File: src/rtl/cpu_pkg.sv
// Shared definitions for the 8-bit, 4-register teaching CPU execution core.
// Latency: n/a (types and constants only).
// Backpressure: n/a.
// Contents: opcode constants, word_t, ctrl_t (control bits in port order).
package cpu_pkg;

  localparam logic [1:0] OP_ADD = 2'b00;
  localparam logic [1:0] OP_LW  = 2'b01;
  localparam logic [1:0] OP_SW  = 2'b10;
  localparam logic [1:0] OP_J   = 2'b11;

  typedef logic [7:0] word_t;

  // Field order matches the control port order of cpu_exec_core.
  typedef struct packed {
    logic reg_dst;
    logic reg_write;
    logic alu_src;
    logic branch;
    logic mem_read;
    logic mem_write;
    logic mem_to_reg;
    logic alu_op;
  } ctrl_t;

endpackage

File: src/rtl/cpu_clk_div.sv
// Clock divider: o_clk toggles every HALF_PERIOD rising edges of i_clk.
// Latency: first o_clk rise HALF_PERIOD i_clk edges after reset release.
// Backpressure: none; free-running while i_rst is low.
// Ports:
//   i_clk  board clock
//   i_rst  asynchronous active-high reset (clears count, forces o_clk low)
//   o_clk  divided clock, registered
module cpu_clk_div #(
  parameter int HALF_PERIOD = 25000000
) (
  input  logic i_clk,
  input  logic i_rst,
  output logic o_clk
);

  localparam int CW = $clog2(HALF_PERIOD) + 1;
  localparam logic [CW-1:0] LAST = CW'(HALF_PERIOD - 1);

  logic [CW-1:0] r_cnt;
  logic          r_clk;

  always_ff @(posedge i_clk or posedge i_rst) begin
    if (i_rst) begin
      r_cnt <= '0;
      r_clk <= 1'b0;
    end else if (r_cnt == LAST) begin
      r_cnt <= '0;
      r_clk <= ~r_clk;
    end else begin
      r_cnt <= r_cnt + CW'(1);
    end
  end

  assign o_clk = r_clk;

endmodule

File: src/rtl/cpu_exec_core.sv
// Execution core: clock divider, 2-bit opcode control decoder, 8-bit adder ALU.
// Latency: decoder and ALU combinational; clk_out registered in cpu_clk_div.
// Backpressure: none.
// Ports:
//   clk_in, reset           board clock, async active-high reset (divider only)
//   op                      opcode, instruction[7:6]
//   operand1, operand2      ALU operands
//   clk_out                 divided processor clock
//   reg_dst..alu_op         main control signals
//   result                  (operand1 + operand2) mod 256
//   carry, zero             only when ALU_FLAGS_EN is defined
module cpu_exec_core
  import cpu_pkg::*;
#(
  parameter int HALF_PERIOD = 25000000
) (
  input  logic       clk_in,
  input  logic       reset,
  input  logic [1:0] op,
  input  word_t      operand1,
  input  word_t      operand2,
  output logic       clk_out,
  output logic       reg_dst,
  output logic       reg_write,
  output logic       alu_src,
  output logic       branch,
  output logic       mem_read,
  output logic       mem_write,
  output logic       mem_to_reg,
  output logic       alu_op,
  output word_t      result
`ifdef ALU_FLAGS_EN
  ,
  output logic       carry,
  output logic       zero
`endif
);

  ctrl_t w_ctrl;

  cpu_clk_div #(
    .HALF_PERIOD(HALF_PERIOD)
  ) u_clk_div (
    .i_clk(clk_in),
    .i_rst(reset),
    .o_clk(clk_out)
  );

  // Unused fields stay 0 so downstream logic never sees X.
  always_comb begin
    w_ctrl = '0;
    case (op)
      OP_ADD: begin
        w_ctrl.reg_dst   = 1'b1;
        w_ctrl.reg_write = 1'b1;
      end
      OP_LW: begin
        w_ctrl.reg_write  = 1'b1;
        w_ctrl.alu_src    = 1'b1;
        w_ctrl.mem_read   = 1'b1;
        w_ctrl.mem_to_reg = 1'b1;
      end
      OP_SW: begin
        w_ctrl.alu_src   = 1'b1;
        w_ctrl.mem_write = 1'b1;
      end
      OP_J: begin
        w_ctrl.branch = 1'b1;
      end
      default: w_ctrl = '0;
    endcase
  end

  assign reg_dst    = w_ctrl.reg_dst;
  assign reg_write  = w_ctrl.reg_write;
  assign alu_src    = w_ctrl.alu_src;
  assign branch     = w_ctrl.branch;
  assign mem_read   = w_ctrl.mem_read;
  assign mem_write  = w_ctrl.mem_write;
  assign mem_to_reg = w_ctrl.mem_to_reg;
  assign alu_op     = w_ctrl.alu_op;

`ifdef ALU_FLAGS_EN
  assign {carry, result} = {1'b0, operand1} + {1'b0, operand2};
  assign zero = (result == 8'h00);
`else
  // Carry out of bit 7 is intentionally dropped.
  assign result = operand1 + operand2;
`endif

endmodule

File: config.mk
export PLATFORM = sky130hd
export DESIGN_NAME = cpu_exec_core
export DESIGN_NICKNAME = d
export VERILOG_FILES = /design/src/rtl/cpu_pkg.sv /design/src/rtl/cpu_clk_div.sv /design/src/rtl/cpu_exec_core.sv
export SDC_FILE = /design/constraint.sdc
export NUM_CORES = 1
export LEC_CHECK = 0
export ABC_AREA = 1
export CAP_MARGIN = 20
export CELL_PAD_IN_SITES_DETAIL_PLACEMENT = 1
export CELL_PAD_IN_SITES_GLOBAL_PLACEMENT = 2
export CORE_ASPECT_RATIO = 2
export CORE_UTILIZATION = 31
export CTS_CLUSTER_SIZE = 8
export DETAILED_ROUTE_END_ITERATION = 16
export MAX_ROUTING_LAYER = met4
export PLACE_DENSITY_LB_ADDON = 0.1
export SLEW_MARGIN = 20
export SYNTH_ARGS = -nofsm -noshare
export SYNTH_HDL_FRONTEND = slang
export SYNTH_SLANG_ARGS = --single-unit
export TNS_END_PERCENT = 20
File: constraint.sdc
create_clock -name clk_in -period 2.71 [get_ports clk_in]
set_input_delay 0.271 -clock clk_in [delete_from_list [all_inputs] [get_ports clk_in]]
set_output_delay 0.271 -clock clk_in [all_outputs]
set_load 0.005 [all_outputs]
==> impl_metrics.yaml, run 1 <==
setup_path:
  endpoint: "result[6]"
  crit_path_top_delay_cell: "clkdlybuf4s50_1"
  timing.critical_path.fanout_max: 2
  path_common_cell: "nand2_1"
  setup.reg_to_reg.worst_slack_ns: 1.15
  cp_slowest_stage_delay_ns: 0.48
  data_arrival_time_of_the_worst_path_ns: 2.30
  timing.setup.critical_path_class: "in2out"
  crit-reg2reg-launch: "u_clk_div.r_cnt[0]"
  worstReg2RegEnd: "u_clk_div.r_cnt[20]"
  setup.worst_path.start: "operand1[0]"
  timing.critical_path.cells: "clkdlybuf4s50_1, ha_1, inv_1, fa_1, o21ai_2, nand3_1, nand2_1, nand2_1, nand2_1, clkdlybuf4s50_1"
  required_ns: 2.44
  reg2regPathDepth: 8
  crit_path_end_kind: "primary output"
  critical_path.startpoint_type: "input port"
cts:
  clock_insertion_delay_worst_skew_ns: 0.28
  cts_sinks: 27
  h-tree-depth: 1
  clockBufferDepth: 2
  clock-root-buffer: "clkbuf_16"
  tritoncts.num_buffers: 3
  cts_post_setup_buffers_inserted: 0
  worst_setup_hold_path_clk_slew_ns: 0.07
  clock_tree_from_tritoncts: "yes"
sta:
  final_min_period_over_clock_period_pct: 94.98
  report.final.slew_viol_count: 0
  worst_slack_ns: 0.1362
  period_minus_slack_ns: 2.574
  rsz0062_at_grt: "no"
  hold_slack_ns: 0.3680
  max_clock_skew_ns: 0.004219
  hold_viol_final: 0
  max_clock_freq_mhz: 388.5
  setup-violations-final: 0
logic_synthesis:
  syn_avg_cell_area_um2: 7.027
  post_synth_fa_ha_maj_area_fraction_pct: 8.153
  syn_area_um2: 2087
  synth.top_cells.by_count: "nand2_1, nor2_1, inv_1"
  combinational_family_with_the_most_area_after_synthesis: "simple AND/OR/NAND/NOR gates"
  share_of_the_synthesized_area_in_compound_gates_ao_oa_aoi_oai_pct: 4.436
  synth_nets: 330
  yosys_reg_bits: 27
  synth_enable_flop_cells: 0
  syn_inst: 297
  ys.warnings.count: 0
  ys_types: 29
  postSynth.topFlopCell: "dfrtp_1"
  fraction_of_registers_with_async_set_reset_pct: 100.0
  synth.area.top_cells: "dfrtp_1, nand2_1, nor2_1"
  portion_of_netlist_area_occupied_by_mux_cells_pct: 0
  yosys.area_share.xor_xnor_pct: 5.875
  synth_sequential_area_ratio_pct: 32.37
  synth_largest_area_cell: "dfrtp_1"
  synth_simple_gate_area_share_pct: 39.93
  synth_most_common_cell: "nand2_1"
  synth_top_cell_area_share_pct: 32.37
floorplanning:
  die_area_um2: 7084
  core-area_um2: 6569
  initial_core_utilization_pct: 31.77
  fp.dieW_um: 60.02
  die_h_um: 118.0
  io_pins: 37
  rows: 42
power:
  pwr_density_cell_nw_per_um2: 354.4
  p_seq_share_pct: 43.2
  pwr_total_mw: 0.9317
  switching_share_of_power_pct: 24.36
  p_comb_share_pct: 17.7
  power.static_leakage_nw: 1.268
  irDropWorstVdd_v: 0.0004497
  power.switching_mw: 0.2269
  internal-power_mw: 0.7048
  clock_power_share_pct: 39.1
grt:
  grt_antenna_before_repair: 0
  maximum_number_of_pins_on_one_net_before_global_route_repair: 28
  overflow: 0
  first_global_vias: 2018
  grt_pass1_wl_um: 9315
  global_route.usage.total_pct: 18.57
cells_and_area:
  finish.net_count: 369
  antennaDiodeCount: 0
  fill_cells: 850
  final_cell_area_um2: 2629
  layout-drive-gt1-share_pct: 10.75
  layout-area-overhead-vs-synth_pct: 25.96
outcome:
  result_of_the_run: "complete, no violations"
routing:
  vias_per_cell: 4.534
  drt_first_iter_violations: 39
  wl_um: 5701
  wire_per_inst_um: 13.48
  drtPass1Iterations: 4
  drcViolationCount: 0
  vias: 1918
  final_antenna_net_count: 0
min_path:
  timing.hold.worst.class: "in2async"
flow_run:
  cap_viol_max_count: 0
placed_design:
  post-place-ws_ns: -0.06923
  post-dp-hpwl_um: 4791
  globalplace.congestion: 0.8034
  numPortBuffers: 35
  post_dp_cell_area_um2: 2542
==> cells in the final DEF (no fill, tap or decap), drive strengths merged <==
cell type,Yosys,final
nand2,84,84
nand4,2,2
clkdlybuf4s50,0,35
or2,1,1
nand3,21,21
and2,1,1
o21ai,4,4
nor2,66,66
fa,1,1
a21oi,10,10
nor3,2,2
o21bai,1,1
a21boi,1,1
dfrtp,27,27
conb,1,1
xor2,11,11
ha,12,12
clkbuf,0,3
clkinvlp,0,1
nand3b,1,1
buf,4,3
a21o,1,1
inv,43,43
xnor2,3,3
==> worst max-delay path, delay by kind of cell <==
family | cells | cell delay (ns)
simple gates | 4 | 0.29
compound gates | 1 | 0.18
buf+inv | 3 | 0.99
fa+ha+maj | 2 | 0.57
==> stage by stage <==
step / setup TNS [ns] / util [%] / std cells
after floorplan: 0 / - / 297
after global placement: -0.02935 / 38.70 / 419
after detailed placement: -0.1262 / 38.70 / 419
after CTS: 0 / 39.96 / 423
after global routing: 0 / 40.02 / 423
final: 0 / 40.02 / 423
==> state kept, by name (all words and copies together), names as in the netlist <==
register	flops
u_clk_div.o_clk	1
u_clk_div.r_cnt	26
==> area by class of cell <==
| type | instances | area, µm² | area share [%] |
|---|---|---|---|
| Inverter | 43 | 161.4 | 6.140 |
| Multi-Input combinational cell | 223 | 1226 | 46.64 |
| Timing Repair Buffer | 38 | 372.9 | 14.18 |
| Tap cell | 88 | 110.1 | 4.188 |
| Clock buffer | 3 | 75.07 | 2.856 |
| Sequential cell | 27 | 675.6 | 25.70 |
| Clock inverter | 1 | 7.507 | 0.2856 |
==> per-layer routing <==
metal | global-route usage (%) | share of wire [%] | up-vias
met5 | - | 0 | -
met4 | 8.430 | 2.1 | 0
met3 | 0.9890 | 1.3 | 5
met2 | 37.08 | 62 | 25
met1 | 16.02 | 35 | 906
li1 | - | - | 982
==> power by group through the flow <==
stage | Clock (mW) | Sequential [mW] | Combinational (mW)
2_1_floorplan | 0 | 0.411 | 0.0697
3_3_place_gp | 0 | 0.411 | 0.166
3_5_place_dp | 0 | 0.411 | 0.168
4_1_cts | 0.380 | 0.402 | 0.168
5_1_grt | 0.391 | 0.402 | 0.186
6_report | 0.364 | 0.402 | 0.165
==> cells by family (layout without fill, tap and decap cells) <==
group	count (synthesis)	count (layout)
and+or+nand+nor	178	178
adders and majority gates	13	13
other	1	1
xor gates and xnor gates	14	14
AOI/OAI and AO/OA	17	17
buffers and inverters	47	85
DFF	27	27
==> worst min-delay path by stage <==
stage | endpoint | startpoint | cells past startpoint | slack (ns)
6_report | u_clk_div.r_cnt[21] | reset | 3 | 0.37
5_1_grt | u_clk_div.r_cnt[21] | reset | 3 | 0.43
4_1_cts | u_clk_div.r_cnt[15] | reset | 3 | 0.39
3_5_place_dp | u_clk_div.r_cnt[0] | u_clk_div.r_cnt[0] | 1 | 0.46
3_3_place_gp | u_clk_div.r_cnt[0] | u_clk_div.r_cnt[0] | 1 | 0.45
2_1_floorplan | u_clk_div.o_clk | reset | 1 | 0.32
==> what timing repair did <==
action / CTS / global route
setup endpoints to repair: 2 / 2
hold buffers: 0 / 0
endpoints found under the hold margin: 0 / 0
resized for setup: 1 / 1
pin swaps: 0 / 1
Power figures use the tool's default switching activity.
==> inputs of run 2 (changes only) <==
--- a/config.mk
+++ b/config.mk
@@ -9,8 +9,8 @@
 export CAP_MARGIN = 20
 export CELL_PAD_IN_SITES_DETAIL_PLACEMENT = 1
 export CELL_PAD_IN_SITES_GLOBAL_PLACEMENT = 2
-export CORE_ASPECT_RATIO = 2
-export CORE_UTILIZATION = 31
+export CORE_ASPECT_RATIO = 0.8
+export CORE_UTILIZATION = 30
 export CTS_CLUSTER_SIZE = 8
 export DETAILED_ROUTE_END_ITERATION = 16
 export MAX_ROUTING_LAYER = met4
@@ -18,5 +18,6 @@
 export SLEW_MARGIN = 20
 export SYNTH_ARGS = -nofsm -noshare
 export SYNTH_HDL_FRONTEND = slang
+export SYNTH_HIERARCHICAL = 1
 export SYNTH_SLANG_ARGS = --single-unit
 export TNS_END_PERCENT = 20
==> constraint.sdc (replaced) <==
create_clock -name clk_in -period 2.9 [get_ports clk_in]
set_input_delay 0.29 -clock clk_in [delete_from_list [all_inputs] [get_ports clk_in]]
set_output_delay 0.29 -clock clk_in [all_outputs]
set_load 0.005 [all_outputs]
==> run 2 against run 1 <==
Clock skew down 0.0011 ns. First-iteration DRC count down 2.6%. Worst hold slack better by 0.0084 ns. Global-route usage down 3.0 points. Register-to-register slack better by 0.24 ns. Clock-buffer cell count up 1. Non-clock buffer count down 2. Total power down 17%. Critical endpoint unchanged. Largest cell class unchanged.
==> impl_metrics.yaml, run 2 <==
outcome:
  result_of_the_run: "complete, no violations"
logic_synthesis:
  synth_largest_area_cell: "dfrtp_1"
  synth_sequential_area_ratio_pct: 31.07
  syn_inst: 303
  synth_enable_flop_cells: 0
  ys_types: 28
  synth_top_cell_area_share_pct: 31.07
  synth_nets: 336
  fraction_of_registers_with_async_set_reset_pct: 100.0
  yosys_reg_bits: 27
  synth.top_cells.by_count: "nand2_1, nor2_1, inv_1"
  syn_avg_cell_area_um2: 7.177
  synth.area.top_cells: "dfrtp_1, nand2_1, nor2_1"
  ys.warnings.count: 6
  syn_area_um2: 2175
  synth_most_common_cell: "nand2_1"
  postSynth.topFlopCell: "dfrtp_1"
floorplanning:
  core-area_um2: 6959
  initial_core_utilization_pct: 31.25
  die_area_um2: 7595
  die_h_um: 78.15
  io_pins: 37
  fp.dieW_um: 97.19
  rows: 27
power:
  pwr_total_mw: 0.7703
  power.static_leakage_nw: 1.335
  irDropWorstVdd_v: 0.0001426
  pwr_density_cell_nw_per_um2: 288.4
placed_design:
  globalplace.congestion: 0.7673
  post_dp_cell_area_um2: 2626
  post-dp-hpwl_um: 4418
  placed_cells: 424
  numPortBuffers: 35
cells_and_area:
  finish.net_count: 375
  final_cell_area_um2: 2671
  most-common-layout-cells: "nand2_1, nor2_1, inv_1, clkdlybuf4s50_1, dfrtp_1"
  layout-area-overhead-vs-synth_pct: 22.84
  largest_register: "u_clk_div/r_cnt"
  mostFrequentLayoutCell: "nand2_1"
  layout-drive-gt1-share_pct: 10.85
  stdcell_count: 428
  largest_reg_flops: 26
  antennaDiodeCount: 0
setup_path:
  timing.setup.critical_path_class: "in2out"
  required_ns: 2.61
  data_arrival_time_of_the_worst_path_ns: 2.32
  crit_path_end_kind: "primary output"
  timing.critical_path.cells: "clkdlybuf4s50_1, ha_1, inv_1, fa_1, inv_1, nand2_1, nand2_1, nand3_1, nand2_1, nand2_1, nand2_1, clkdlybuf4s50_1"
  cp_num_buf_inv: 4
  crit_path_top_delay_cell: "clkdlybuf4s50_1"
  timing.critical_path.fanout_max: 2
  path_common_cell: "nand2_1"
  critical_path_s_top_delay_family: "buffers and inverters"
  critical_path.startpoint_type: "input port"
  cp_slowest_stage_delay_ns: 0.49
sta:
  hold_viol_final: 0
  max_clock_skew_ns: 0.003121
  hold_slack_ns: 0.3764
  rsz0062_at_grt: "no"
  setup-violations-final: 0
  setup-tns-final_ns: 0
  period_minus_slack_ns: 2.611
  final_min_period_over_clock_period_pct: 90.03
  report.final.slew_viol_count: 0
  max_clock_freq_mhz: 383.0
cts:
  cts_hold_buf: 0
  worst_setup_hold_path_clk_slew_ns: 0.10
  cts_post_setup_buffers_inserted: 0
  clockBufferDepth: 2
  clock_tree_from_tritoncts: "yes"
  clock-root-buffer: "clkbuf_8"
  tritoncts.num_buffers: 3
  cts-resized-gates: 0
  cts_sinks: 27
  clock_insertion_delay_worst_skew_ns: 0.28
  h-tree-depth: 1
routing:
  wl_um: 5289
  vias_per_cell: 4.374
  vias: 1872
  drcViolationCount: 0
  wire_per_inst_um: 12.36
  drtPass1Iterations: 4
  drt_first_iter_violations: 38
  final_antenna_net_count: 0
grt:
  overflow: 0
  grt_pass1_wl_um: 9177
  first_global_vias: 1908
  global_route.usage.total_pct: 15.60
  maximum_number_of_pins_on_one_net_before_global_route_repair: 28
  grt_antenna_before_repair: 0
min_path:
  timing.hold.worst.class: "in2async"
flow_run:
  cap_viol_max_count: 0
==> run 2: cell types whose count changed after synthesis, moves of 3 or more <==
cell,previous run,this run
nor3_1,1,4
nor2_1,52,47
inv_1,43,46
nand3_1,20,15
nand2_1,73,84
==> run 2: worst register-to-register path, cell delays in order, from the launching register on <==
cell	delay, ns
dfrtp_1	0.38
ha_1	0.21
nand2_2	0.10
nor2_8	0.17
nand2_4	0.11
nor2_2	0.13
nand2_2	0.16
nand2_1	0.12
nor2_1	0.04
==> run 2: path summary, 6_finish.rpt <==
kind                                          from                  end  slack [ns]  cells past startpoint
worst max-delay path                   operand2[0]            result[6]        0.29                     12
worst min-delay path                         reset  u_clk_div/r_cnt[25]        0.38                      3
worst max register to register  u_clk_div/r_cnt[0]  u_clk_div/r_cnt[24]        1.39                      8
worst min register to register  u_clk_div/r_cnt[0]   u_clk_div/r_cnt[0]        0.47                      1
max in group asynchronous                    reset  u_clk_div/r_cnt[10]        2.25                      3
min in group clk_in             u_clk_div/r_cnt[0]   u_clk_div/r_cnt[0]        0.47                      1
==> run 2: layout make-up <==
class,instances,area [µm²]
tap,87,108.9
clock buffer,4,45.04
sequential,27,675.6
timing repair buffer,36,357.8
fill,896,4288
multi-input combinational,227,1308
inverter,47,176.4
==> run 2: cell families after synthesis <==
| group | synth area share [%] |
|---|---|
| flip-flops | 31.07 |
| XOR/XNOR | 6.904 |
| AO/OA/AOI/OAI | 1.841 |
| other | 0.1724 |
| AND/OR/NAND/NOR | 43.38 |
| buffers and inverters | 8.803 |
| adder cells (fa/ha/maj) | 7.825 |
==> run 2: routing by layer <==
layer | vias up | track usage [%] | wire length (µm)
li1 | 993 | - | -
met1 | 852 | 22.48 | 2996
met2 | 23 | 23.52 | 2159
met3 | 4 | 2.671 | 114
met4 | 0 | 1.791 | 18
met5 | - | - | 0
==> run 2: through the flow <==
stage	util [%]	worst slack [ns]
CTS	38.39	0.2678
global route	38.39	0.06597
finish	38.39	0.2892
floorplan	-	1.356
global placement	37.74	0.2886
detailed placement	37.74	0.2775
==> run 2: where the power goes <==
part | switching [mW] | total, mW | internal, mW
registers | 0 | 0.376 | 0.376
clock network | 0.127 | 0.226 | 0.0988
logic | 0.0690 | 0.169 | 0.0995
